==> src/rtl/tick_event_sequencer.sv <==
// Divides the upstream tick stream into events, hands each event to a consumer over req/ack,
// and latches into FAULT on upstream error, out-of-window tick or tick gap timeout.
module tick_event_sequencer #(
    parameter int DIV   = 4,
    parameter int TMAX  = 12502,
    parameter int GBITS = 14,
    parameter int EBITS = 8
) (
    input  logic             clk,
    input  logic             rst,
    input  logic             tick,
    input  logic             tick_err,
    input  logic             tick_win,
    input  logic             ack,
    output logic             req,
    output logic [EBITS-1:0] evt_cnt,
    output logic             overrun,
    output logic             timeout,
    output logic             fault,
    output logic [1:0]       state
);
    localparam int TBITS = (DIV > 2) ? $clog2(DIV) : 1;

    typedef enum logic [1:0] {
        IDLE  = 2'd0,
        RUN   = 2'd1,
        PEND  = 2'd2,
        FAULT = 2'd3
    } state_t;

    state_t           cur, nxt;
    logic [TBITS-1:0] tick_cnt, tcnt_d;
    logic [GBITS-1:0] gap_cnt, gap_d;
    logic             req_d, ovr_d, to_d, fault_d;
    logic [EBITS-1:0] evt_d;
    logic             active, evt, gap_hit, flt;

    always_comb begin
        active  = (cur == RUN) || (cur == PEND);
        evt     = tick && (tick_cnt == TBITS'(DIV - 1));
        gap_hit = !tick && (gap_cnt == GBITS'(TMAX - 1));
        flt     = active && (tick_err || (tick && !tick_win) || gap_hit);
        // timeout only reports a gap fault that was not preempted by tick_err
        to_d    = active && !tick_err && gap_hit;

        nxt    = cur;
        req_d  = req;
        evt_d  = evt_cnt;
        ovr_d  = overrun;
        tcnt_d = tick_cnt;

        if (tick)
            gap_d = '0;
        else if (gap_cnt == GBITS'(TMAX))
            gap_d = gap_cnt;
        else
            gap_d = gap_cnt + 1'b1;

        if (cur != FAULT && !flt && tick)
            tcnt_d = evt ? '0 : tick_cnt + 1'b1;

        case (cur)
            IDLE: begin
                if (tick) nxt = RUN;
            end
            RUN: begin
                if (evt) begin
                    req_d = 1'b1;
                    evt_d = evt_cnt + 1'b1;
                    nxt   = PEND;
                end
            end
            PEND: begin
                if (evt) begin
                    if (ack) evt_d = evt_cnt + 1'b1;
                    else     ovr_d = 1'b1;
                end else if (ack) begin
                    req_d = 1'b0;
                    nxt   = RUN;
                end
            end
            default: ;
        endcase

        // a fault overrides any event or ack seen in the same cycle
        if (flt) begin
            nxt   = FAULT;
            req_d = 1'b0;
            evt_d = evt_cnt;
            ovr_d = overrun;
        end

        fault_d = (nxt == FAULT);
    end

    always_ff @(posedge clk) begin
        if (rst) begin
            cur      <= IDLE;
            tick_cnt <= '0;
            gap_cnt  <= '0;
            req      <= 1'b0;
            evt_cnt  <= '0;
            overrun  <= 1'b0;
            timeout  <= 1'b0;
            fault    <= 1'b0;
        end else begin
            cur      <= nxt;
            tick_cnt <= tcnt_d;
            gap_cnt  <= gap_d;
            req      <= req_d;
            evt_cnt  <= evt_d;
            overrun  <= ovr_d;
            timeout  <= to_d;
            fault    <= fault_d;
        end
    end

    assign state = cur;

endmodule

==> config.mk <==
export PLATFORM = sky130hd
export DESIGN_NAME = tick_event_sequencer
export DESIGN_NICKNAME = d
export VERILOG_FILES = /design/src/rtl/tick_event_sequencer.sv
export SDC_FILE = /design/constraint.sdc
export NUM_CORES = 1
export LEC_CHECK = 0
export BUFFER_PORTS_ARGS = -buffer_cell sky130_fd_sc_hd__buf_2
export CAP_MARGIN = 40
export CELL_PAD_IN_SITES_DETAIL_PLACEMENT = 1
export CELL_PAD_IN_SITES_GLOBAL_PLACEMENT = 2
export CORE_MARGIN = 2
export CORE_UTILIZATION = 36
export DETAILED_ROUTE_END_ITERATION = 10
export PLACE_DENSITY_LB_ADDON = 0.1
export SYNTH_ARGS = -nofsm -noshare
export SYNTH_HDL_FRONTEND = slang
export SYNTH_SLANG_ARGS = --single-unit
==> constraint.sdc <==
create_clock -name clk -period 3.3 [get_ports clk]
set_clock_uncertainty 0.05 [all_clocks]
set_input_delay 0.495 -clock clk [delete_from_list [all_inputs] [get_ports clk]]
set_output_delay 0.495 -clock clk [all_outputs]
set_load 0.005 [all_outputs]
==> qor.yml <==
status: "complete, no violations"
maxSlewViolCount: 0
coreArea_sq_mm: 0.00400
synth_async_sr_flop_share_pct: 0
yosys_warnings: 0
antenna_found_initial: 0
die_h_microns: 68.7
dr_total_vias: 1319
synth_edf_count: 0
comb_power_share_pct: 27.7
synth_cell_types: 43
synth_top_cell_area_share_pct: 39.9
ff_latch_area_sq_um: 601
dp_slack_ns: 0.959
route.met2.wl_microns: 1790
syn_avg_cell_area_sq_um: 8.66
holdPathEnd: "tick_cnt[0]$_SDFFE_PP0P_"
syn_nets: 189
clkPwrFrac_pct: 33.4
ctsHoldBuffers: 0
switching_share_pct: 31.9
start_util_pct: 37.7
cts_buffer_depth: 2
fill_cells: 501
hold_depth: 2
cts_root_buf: "clkbuf_8"
ctsResizeCount: 0
dpl_cell_area_sq_mm: 0.00165
setup_ws_ns: 0.929
dp_hpwl_microns: 2650
reg2reg_to: "evt_cnt[4]$_SDFFE_PP0P_"
seqPwrFrac_pct: 38.9
fmax_ghz: 0.422
first_global_vias: 1373
finalSetupViolCount: 0
synth-seq-cells: 30
rsz0062_at_grt: "no"
yosys-top-cells-area: "dfxtp_1, ha_1, nor2_1"
worst_setup_path_end_kind: "flip-flop"
cts_setup_buffers: 0
ant_nets: 0
grt_pass1_wl_microns: 6260
slew_headroom_pct: 52.9
timing_hold_violations_final: 0
gp_congestion: 0.790
ys.flop_type: "dfxtp_1"
clock_latency_ns: 0.29
timing.critical_path.arrival_ns: 2.54
startpoint_type: "flip-flop"
reg2reg_slack_ns: 0.93
die_area_sq_mm: 0.00472
cts.htree.levels: 2
utilization_pct: 43.8
drc: 0
p_int_w: 0.000757
routed_via_density: 5.36
wl_met1_microns: 1600
ys_seq_area_share_pct: 39.9
clock-sinks: 30
grt_usage_pct: 18.4
worst_slew_pin_slew_ns: 0.698
drt-total-wl_microns: 3650
most-common-layout-cells: "dfxtp_1, nor2_1, buf_2"
drt_iter0_markers: 79
pin_count: 20
final_area_sq_mm: 0.00175
final_nets: 210
synth_top_area_cell: "dfxtp_1"
wire_per_inst_microns: 14.9
fp.dieW_microns: 68.7
rows: 23
p_sw_w: 0.000354
maxCapViolations: 0
cp.required_ns: 3.47
fin_setup_tns_ns: 0
port_buffers: 19
powerDensity_mw_per_mm2: 634
synthCells: 174
min_period_ns: 2.37
path_max_fanout: 6
grt_max_degree: 18
met3_length_microns: 126
antenna_cells: 0
power_leakage_nw: 0.701
area_delta_synth_final_pct: 16.3
multiInputGateArea_sq_um: 861
dr.pass1.iters: 4
min_from: "tick_cnt[0]$_SDFFE_PP0P_"
vdd_drop_max_mv: 0.271
routed.top_layer: "met4"
synth_area_sq_mm: 0.00151
r2r_cells: 7
layout_commonest_cell: "dfxtp_1"
min_path_type: "flip-flop to flip-flop"
cts_buffers: 5
overflow: 0
tritoncts: "done"
post-route-period-util_pct: 71.9
clkSlewWorstSetupHoldPaths_ns: 0.06
critical_path_class: "flip-flop to flip-flop"
drive_above_1_share_pct: 17.9
r2r-start: "state[0]$_SDFF_PP0_"
==> worst max-delay path: stages (launching register included) <==
cell     delay (ns)
dfxtp_1        0.40
inv_1          0.10
ha_1           0.26
and2b_2        0.22
o22a_2         0.21
or4b_4         0.52
or3_1          0.37
a21oi_1        0.16
==> power by group through the flow <==
stage	logic, W	registers (W)	clock network (W)
after floorplan	0.000213	0.000436	0
after global placement	0.000292	0.000436	0
after detailed placement	0.000309	0.000440	0
after CTS	0.000312	0.000432	0.000381
after global routing	0.000352	0.000437	0.000400
final	0.000308	0.000432	0.000370
==> state kept, by name, indices dropped and copies added (netlist names) <==
name,cells
evt_cnt,8
tick_cnt,2
fault,1
timeout,1
req,1
gap_cnt,14
state,2
overrun,1
==> layout make-up <==
type	instances	area share, %
repair buffers	19	5.43
inverters	7	1.50
clock buffers	7	4.36
multi-input cells	132	49.1
flip-flops and latches	30	34.3
well taps	50	3.57
clock inverters	1	1.71
==> stage by stage <==
step           total power (W)  hold WS, ns  cells
4_1_cts                0.00113        0.437    246
6_report               0.00111        0.433    246
2_1_floorplan         0.000649        0.399    174
5_1_grt                0.00119        0.454    246
3_3_place_gp          0.000727        0.406    238
3_5_place_dp          0.000749        0.432    238
==> worst max path at each step <==
stage                         from                      end  slack [ns]
2_1_floorplan  state[0]$_SDFF_PP0_  evt_cnt[4]$_SDFFE_PP0P_        1.11
3_3_place_gp   state[0]$_SDFF_PP0_  evt_cnt[4]$_SDFFE_PP0P_        1.06
3_5_place_dp   state[0]$_SDFF_PP0_  evt_cnt[4]$_SDFFE_PP0P_        0.96
4_1_cts        state[0]$_SDFF_PP0_  evt_cnt[4]$_SDFFE_PP0P_        0.94
5_1_grt        state[0]$_SDFF_PP0_  evt_cnt[4]$_SDFFE_PP0P_        0.82
6_report       state[0]$_SDFF_PP0_  evt_cnt[4]$_SDFFE_PP0P_        0.93
==> metal layers <==
metal / GRT usage (%) / up-vias
li1: - / 650
met1: 19.9 / 632
met2: 31.7 / 24
met3: 5.03 / 13
met4: 11.8 / 0
met5: 0 / -
==> cell usage after synthesis (all sizes together), types with 2 or more instances <==
master	count
a211oi	2
ha	9
a21oi	9
mux2i	2
xnor2	6
xor2	9
nand2	16
or3	6
inv	7
nor2	23
nor4	2
and3	2
nand3	7
clkbuf	5
nor3	2
dfxtp	30
and4	2
nand4	6
o21ai	7
==> kinds of logic (layout without fill, tap and decap cells) <==
| group | Yosys count | count (layout) | share of synthesized area [%] |
|---|---|---|---|
| multiplexers | 2 | 2 | 1.33 |
| flip-flops | 30 | 30 | 39.9 |
| buffers and inverters | 12 | 34 | 2.99 |
| XOR/XNOR | 15 | 15 | 8.72 |
| adder cells (fa/ha/maj) | 9 | 9 | 7.48 |
| AO/OA/AOI/OAI | 28 | 28 | 11.7 |
| AND/OR/NAND/NOR | 78 | 78 | 27.9 |
Power figures use the tool's default switching activity.
